[src/rtl/cmos_pkg.sv]
// Shared types and default geometry for the DVP camera capture path.
package cmos_pkg;

  localparam int CMOS_COL = 800;
  localparam int CMOS_ROW = 480;

  typedef logic [15:0] rgb565_t;

  typedef enum logic [1:0] {
    S_SYNC,
    S_VBLANK,
    S_ACTIVE
  } cmos_state_t;

endpackage

[src/rtl/cmos_capture_if.sv]
// Camera pin bundle plus the pixel/frame output bus of cmos_capture.
interface cmos_capture_if
  import cmos_pkg::*;
#(
  parameter int COL = CMOS_COL,
  parameter int ROW = CMOS_ROW
);

  logic                   cmos_vsyn;
  logic                   cmos_href;
  logic [7:0]             cmos_data;
  rgb565_t                pix_data;
  logic                   pix_valid;
  logic [$clog2(COL)-1:0] pix_col;
  logic [$clog2(ROW)-1:0] pix_row;
  logic                   frame_start;
  logic                   frame_done;
  logic [15:0]            frame_cnt;
  logic                   err_line;
  logic                   err_frame;

  modport master (
    input  cmos_vsyn, cmos_href, cmos_data,
    output pix_data, pix_valid, pix_col, pix_row,
           frame_start, frame_done, frame_cnt, err_line, err_frame
  );

  modport slave (
    output cmos_vsyn, cmos_href, cmos_data,
    input  pix_data, pix_valid, pix_col, pix_row,
           frame_start, frame_done, frame_cnt, err_line, err_frame
  );

endinterface

[src/rtl/cmos_byte_pack.sv]
// Pairs consecutive camera bytes (high first) into RGB565 words.
module cmos_byte_pack
  import cmos_pkg::*;
(
  input  logic       cmos_pclk,
  input  logic       RST,
  input  logic       en,
  input  logic       clr,
  input  logic [7:0] din,
  output logic       pix_stb,
  output rgb565_t    pix_word,
  output logic       dangling
);

  logic       phase;
  logic [7:0] hi;

  always_ff @(posedge cmos_pclk or posedge RST) begin
    if (RST) begin
      phase <= 1'b0;
      hi    <= '0;
    end else if (clr) begin
      phase <= 1'b0;
    end else if (en) begin
      if (!phase) hi <= din;
      phase <= ~phase;
    end
  end

  assign pix_stb  = en & phase;
  assign pix_word = {hi, din};
  // A clear while the high byte is still waiting means the line ended on an odd byte.
  assign dangling = clr & phase;

endmodule

[src/rtl/cmos_capture.sv]
// DVP receiver: frame sync FSM, pixel/line/frame counters and geometry error checks.
module cmos_capture
  import cmos_pkg::*;
#(
  parameter int COL         = CMOS_COL,
  parameter int ROW         = CMOS_ROW,
  parameter int SKIP_FRAMES = 2
) (
  input  logic           cmos_pclk,
  input  logic           RST,
  cmos_capture_if.master bus
);

  localparam int COL_W = $clog2(COL);
  localparam int ROW_W = $clog2(ROW);
  // Counters are one bit wider than needed and saturate, so overlong lines/frames never alias.
  localparam int CW = $clog2(COL + 1) + 1;
  localparam int RW = $clog2(ROW + 1) + 1;
  localparam logic [CW-1:0] COL_V  = CW'(COL);
  localparam logic [RW-1:0] ROW_V  = RW'(ROW);
  localparam logic [15:0]   SKIP_V = 16'(SKIP_FRAMES);

  cmos_state_t      state;
  logic             vsyn_r, vsyn_rr, href_r;
  logic [7:0]       data_r;
  logic [CW-1:0]    col;
  logic [RW-1:0]    row;
  logic             line_act, frame_out, settled;
  rgb565_t          pix_data_q;
  logic             pix_valid_q, frame_start_q, frame_done_q, err_line_q, err_frame_q;
  logic [COL_W-1:0] pix_col_q;
  logic [ROW_W-1:0] pix_row_q;
  logic [15:0]      frame_cnt_q;

  logic    vsyn_rise, vsyn_fall, active, frame_end, byte_en, line_end, bp_clr;
  logic    skip_ok, accept, pix_stb, dangling;
  rgb565_t pix_word;

  assign vsyn_rise = vsyn_r & ~vsyn_rr;
  assign vsyn_fall = ~vsyn_r & vsyn_rr;
  assign active    = (state == S_ACTIVE);
  assign frame_end = active & vsyn_rise;
  assign byte_en   = active & href_r & ~vsyn_r;
  assign line_end  = active & line_act & ~href_r & ~vsyn_r;
  assign bp_clr    = line_end | frame_end | ((state == S_VBLANK) & vsyn_fall);
  // Sticky once reached, so the 16-bit frame counter wrapping never re-enters the skip window.
  assign skip_ok   = settled | (frame_cnt_q >= SKIP_V);
  assign accept    = skip_ok & (col < COL_V) & (row < ROW_V);

  cmos_byte_pack u_pack (
    .cmos_pclk (cmos_pclk),
    .RST       (RST),
    .en        (byte_en),
    .clr       (bp_clr),
    .din       (data_r),
    .pix_stb   (pix_stb),
    .pix_word  (pix_word),
    .dangling  (dangling)
  );

  always_ff @(posedge cmos_pclk or posedge RST) begin
    if (RST) begin
      state         <= S_SYNC;
      vsyn_r        <= 1'b0;
      vsyn_rr       <= 1'b0;
      href_r        <= 1'b0;
      data_r        <= '0;
      col           <= '0;
      row           <= '0;
      line_act      <= 1'b0;
      frame_out     <= 1'b0;
      settled       <= 1'b0;
      pix_data_q    <= '0;
      pix_valid_q   <= 1'b0;
      pix_col_q     <= '0;
      pix_row_q     <= '0;
      frame_start_q <= 1'b0;
      frame_done_q  <= 1'b0;
      frame_cnt_q   <= '0;
      err_line_q    <= 1'b0;
      err_frame_q   <= 1'b0;
    end else begin
      vsyn_r        <= bus.cmos_vsyn;
      vsyn_rr       <= vsyn_r;
      href_r        <= bus.cmos_href;
      data_r        <= bus.cmos_data;
      settled       <= skip_ok;
      pix_valid_q   <= 1'b0;
      frame_start_q <= 1'b0;
      frame_done_q  <= 1'b0;
      err_frame_q   <= 1'b0;

      case (state)
        S_SYNC: begin
          if (vsyn_r) state <= S_VBLANK;
        end
        S_VBLANK: begin
          if (vsyn_fall) begin
            row       <= '0;
            col       <= '0;
            line_act  <= 1'b0;
            frame_out <= 1'b0;
            state     <= S_ACTIVE;
          end
        end
        S_ACTIVE: begin
          if (vsyn_rise) begin
            frame_cnt_q  <= frame_cnt_q + 16'd1;
            frame_done_q <= frame_out;
            err_frame_q  <= frame_out & (row != ROW_V);
            line_act     <= 1'b0;
            state        <= S_VBLANK;
          end else if (byte_en) begin
            line_act <= 1'b1;
            if (pix_stb) begin
              if (accept) begin
                pix_data_q    <= pix_word;
                pix_valid_q   <= 1'b1;
                pix_col_q     <= col[COL_W-1:0];
                pix_row_q     <= row[ROW_W-1:0];
                frame_start_q <= ~frame_out;
                frame_out     <= 1'b1;
                if (!frame_out) err_line_q <= 1'b0;
              end
              col <= (col == '1) ? col : col + CW'(1);
            end
          end else if (line_end) begin
            if (dangling || (col != COL_V)) err_line_q <= 1'b1;
            row      <= (row == '1) ? row : row + RW'(1);
            col      <= '0;
            line_act <= 1'b0;
          end
        end
        default: state <= S_SYNC;
      endcase
    end
  end

  assign bus.pix_data    = pix_data_q;
  assign bus.pix_valid   = pix_valid_q;
  assign bus.pix_col     = pix_col_q;
  assign bus.pix_row     = pix_row_q;
  assign bus.frame_start = frame_start_q;
  assign bus.frame_done  = frame_done_q;
  assign bus.frame_cnt   = frame_cnt_q;
  assign bus.err_line    = err_line_q;
  assign bus.err_frame   = err_frame_q;

endmodule
[src/flat_wrapper.sv]
// flat-port wrapper written by rule: the top's interface ports become plain ports
module cmos_capture_flat import cmos_pkg::*;
#(
  parameter int COL         = CMOS_COL,
  parameter int ROW         = CMOS_ROW,
  parameter int SKIP_FRAMES = 2
)
  (cmos_pclk, RST, bus_cmos_vsyn, bus_cmos_href, bus_cmos_data, bus_pix_data, bus_pix_valid, bus_pix_col, bus_pix_row, bus_frame_start, bus_frame_done, bus_frame_cnt, bus_err_line, bus_err_frame);
  cmos_capture_if #(.COL(COL), .ROW(ROW)) bus_i ();
  input  logic cmos_pclk;
  input  logic RST;
  input wire logic [$bits(bus_i.cmos_vsyn)-1:0] bus_cmos_vsyn;
  input wire logic [$bits(bus_i.cmos_href)-1:0] bus_cmos_href;
  input wire logic [$bits(bus_i.cmos_data)-1:0] bus_cmos_data;
  output wire logic [$bits(bus_i.pix_data)-1:0] bus_pix_data;
  output wire logic [$bits(bus_i.pix_valid)-1:0] bus_pix_valid;
  output wire logic [$bits(bus_i.pix_col)-1:0] bus_pix_col;
  output wire logic [$bits(bus_i.pix_row)-1:0] bus_pix_row;
  output wire logic [$bits(bus_i.frame_start)-1:0] bus_frame_start;
  output wire logic [$bits(bus_i.frame_done)-1:0] bus_frame_done;
  output wire logic [$bits(bus_i.frame_cnt)-1:0] bus_frame_cnt;
  output wire logic [$bits(bus_i.err_line)-1:0] bus_err_line;
  output wire logic [$bits(bus_i.err_frame)-1:0] bus_err_frame;
  assign bus_i.cmos_vsyn = bus_cmos_vsyn;
  assign bus_i.cmos_href = bus_cmos_href;
  assign bus_i.cmos_data = bus_cmos_data;
  assign bus_pix_data = bus_i.pix_data;
  assign bus_pix_valid = bus_i.pix_valid;
  assign bus_pix_col = bus_i.pix_col;
  assign bus_pix_row = bus_i.pix_row;
  assign bus_frame_start = bus_i.frame_start;
  assign bus_frame_done = bus_i.frame_done;
  assign bus_frame_cnt = bus_i.frame_cnt;
  assign bus_err_line = bus_i.err_line;
  assign bus_err_frame = bus_i.err_frame;
  cmos_capture #(.COL(COL), .ROW(ROW), .SKIP_FRAMES(SKIP_FRAMES)) u_core (.cmos_pclk(cmos_pclk), .RST(RST), .bus(bus_i));
endmodule
[config.mk]
export PLATFORM = sky130hd
export DESIGN_NAME = cmos_capture_flat
export DESIGN_NICKNAME = d
export VERILOG_FILES = /design/src/rtl/cmos_pkg.sv /design/src/rtl/cmos_capture_if.sv /design/src/rtl/cmos_byte_pack.sv /design/src/rtl/cmos_capture.sv /design/src/flat_wrapper.sv
export SDC_FILE = /design/constraint.sdc
export NUM_CORES = 1
export LEC_CHECK = 0
export CORE_UTILIZATION = 42
export CTS_BUF_LIST = sky130_fd_sc_hd__clkbuf_2
export DETAILED_ROUTE_END_ITERATION = 8
export GPL_TIMING_DRIVEN = 0
export SLEW_MARGIN = 10
export SYNTH_ARGS = -nofsm -noshare
export SYNTH_HDL_FRONTEND = slang
export SYNTH_SLANG_ARGS = --single-unit
[constraint.sdc]
create_clock -name cmos_pclk -period 6.3 [get_ports cmos_pclk]
set_input_delay 0.63 -clock cmos_pclk [delete_from_list [all_inputs] [get_ports cmos_pclk]]
set_output_delay 0.63 -clock cmos_pclk [all_outputs]
set_load 0.03 [all_outputs]
==> flow_summary_export.csv <==
group,metric,value,unit
floorplan,start_util,43.5,%
routing,num_vias,3187,
sta,final.setup.tns,0,ns
critical_path,cp_max_fo,10,
sta,rsz0062_at_grt,"false",
routing,drc,0,
critical_path,arrival,3.05,ns
final_layout,nNetsFinal,470,
logic_synthesis,synth_ff_type,"dfrtp_1",
sta,hold_ws,0.408,ns
grt,grt_max_degree,61,
final_layout,fin_util,52.9,%
logic_synthesis,netlist_top_cells_count,"dfrtp_1, mux2_2, nand2_1, o21ai_0, nor2_1",
clock_network,post_cts_buffers,0,
critical_path,regToRegSetupSlack,3.71,ns
logic_synthesis,seq_area_frac_synth,56.5,%
sta,max_slew_margin,47.9,%
clock_network,cts_resized,0,
critical_path,start_kind,"flop",
final_layout,num-fill-cells,921,
clock_network,path_clk_slew,0.30,ns
logic_synthesis,syn-cell-area,4510,µm²
routing,drt_pass1_iterations,4,
final_layout,diodes,0,
clock_network,clkLatencyLatePin,0.57,ns
logic_synthesis,synth_area_per_cell,12.2,µm²
floorplan,die_area,11200,µm²
routing,via_per_inst,5.40,
grt,grt_pass1_wl,15500,µm
clock_network,cts_buffers,9,
sta,clock_skew,0.0310,ns
sta,hold_violations,0,
placed_design,io_buffer_count,67,
logic_synthesis,synth_cell_types,58,
run,cap_violations,0,
floorplan,die_h,106,µm
clock_network,cts_sinks,102,
floorplan,io_pins,68,
critical_path,slowest_stage,"dfrtp_1",
clock_network,cts_max_level,3,
logic_synthesis,yosysTopAreaCell,"dfrtp_1",
clock_network,cts_root_buf,"clkbuf_2",
grt,grt_overflow,0,
logic_synthesis,netlist_top_cells_area,"dfrtp_1, mux2_2, xnor2_1",
sta,worst_pin_slew,0.775,ns
critical_path,worstRegToRegCells,8,
critical_path,cp_cell_sequence,"inv_1 > ha_1 > nor2b_1 > o21ai_2 > nand3_1 > clkbuf_1 > o311ai_0 > o41ai_1",
logic_synthesis,postSynth.asyncResetShare,100,%
sta,period_needed,2.59,ns
final_layout,drive_gt1_share,17.0,%
logic_synthesis,yosysMostFrequentCell,"dfrtp_1",
grt,track_usage,17.4,%
critical_path,worstSetupPathType,"reg2reg",
hold_path,min_path_type,"in2async",
pwr,ir_worst_vdd,0.222,mV
pwr,leakagePower,2.47,nW
placed_design,hpwl,6480,µm
logic_synthesis,synth_top_cell_area_share,56.5,%
pwr,total_power,1.47,mW
final_layout,area_growth,21.5,%
sta,period_share,41.2,%
routing,routed_wirelength,9180,µm
grt,antenna_found_initial,0,
routing,drt-initial-drc-count,156,
grt,grt_pass1_vias,3123,
logic_synthesis,ys_ff_latch,102,
sta,clock.fmax,385,MHz
critical_path,critical-path-max-stage-delay,0.44,ns
clock_network,cts_tree,"yes",
floorplan,core_area,10400,µm²
clock_network,clock_path_buffers,2,
logic_synthesis,postSynthCellCount,370,
routing,wire_per_inst,15.6,µm
logic_synthesis,synthesis.nets,391,
critical_path,r2r_start,"u_core.state[0]",
placed_design,gp_congestion,0.849,
sta,setup_viol,0,
logic_synthesis,synth-edff-count,0,
floorplan,die_x,106,µm
critical_path,r2r-end,"u_core.col[7]",
sta,final_max_slew_viol_count,0,
outcome,status,"finished clean",
logic_synthesis,ys.warnings.count,0,
critical_path,cp-end-kind,"flop",
clock_network,hold_buffers,0,
critical_path,cp_data_required_time,6.75,ns
pwr,power_density,268,nW/µm²
routing,postRouteAntennaNets,0,
floorplan,row_count,37,
## layout make-up
type	instances	area, µm²	share of cell area [%]
buffer	10	72.6	1.32
clock buffer	9	45.0	0.821
clock inverter	7	55.1	1.00
inverter	16	62.6	1.14
multi-input combinational	242	1830	33.3
sequential	102	2550	46.5
tap	136	170	3.10
timing repair buffer	68	698	12.7
## layer usage
metal  wire, µm  global-route usage, %  vias to the layer above
met2       4320                   27.7                       70
met3        369                   3.46                       10
li1           -                      -                     1510
met1       4390                   24.2                     1597
met5          0                      0                        -
met4         92                   5.06                        0
## critical path: cells and delay by family (launching register included)
kind / cells / cell delay, ns
AOI/OAI and AO/OA: 3 / 0.88
adders and majority gates: 1 / 0.27
DFF: 1 / 0.44
buffers and inverters: 2 / 0.39
and+or+nand+nor: 2 / 0.52
## report_power, final
group          internal (mW)  total (mW)  leakage (nW)  switching (mW)
Combinational          0.153       0.417          1.02           0.263
Sequential             0.717       0.762          1.38          0.0445
Clock                 0.0585       0.291        0.0650           0.232
## sequential cells by signal (all words and copies together) (netlist names), 2 cells and up
signal / flops
u_core.bus.frame_cnt: 16
u_core.bus.pix_col: 10
u_core.bus.pix_data: 16
u_core.bus.pix_row: 9
u_core.col: 11
u_core.data_r: 8
u_core.row: 10
u_core.state: 2
u_core.u_pack.hi: 8
## worst max-delay path by stage
stage	start	to	slack [ns]	cells past startpoint
after floorplan	RST	u_core.bus.err_frame	2.99	1
after global placement	RST	u_core.bus.frame_cnt[4]	1.45	2
after detailed placement	u_core.state[0]	u_core.col[7]	3.78	8
after CTS	u_core.state[0]	u_core.col[7]	3.74	8
after global routing	u_core.state[0]	u_core.col[7]	3.49	8
final	u_core.state[0]	u_core.col[7]	3.71	8
## metrics by stage
step	std cells	setup slack [ns]	area, µm²
floorplan	370	2.99	4510
global placement	573	1.45	5360
detailed placement	574	3.78	5390
CTS	590	3.74	5490
global route	590	3.49	5490
finish	590	3.71	5490
## cell usage in the layout (no fill, tap or decap), types with 2 or more instances in the layout
master	instances
a21oi_1	12
a31oi_1	3
and2_1	2
and3_1	4
and4_1	6
buf_2	3
buf_4	2
clkbuf_1	3
clkbuf_2	9
clkdlybuf4s50_1	67
clkinv_2	2
dfrtp_1	102
ha_1	9
inv_1	14
inv_6	3
mux2_2	37
mux2_4	6
nand2_1	23
nand2b_1	2
nand3_1	12
nand4_1	15
nor2_1	16
nor2b_1	3
nor3_1	3
nor4_1	3
nor4b_1	2
o21a_1	2
o21ai_0	17
o22a_1	2
o311ai_0	2
o31a_1	2
o31ai_1	5
or3_1	8
or4_1	5
xnor2_1	15
xor2_1	3
## kinds of logic (layout without fill, tap and decap cells)
group           after synthesis  count (layout)  share of synthesized area [%]
xor+xnor                     18              18                           3.49
mux                          44              44                           11.4
fa+ha+maj                     9               9                           2.49
flops                       102             102                           56.5
simple gates                115             115                           14.9
buf+inv                      26             110                           2.94
compound gates               56              56                           8.23
Note: power is estimated with default switching activity, not from simulation.
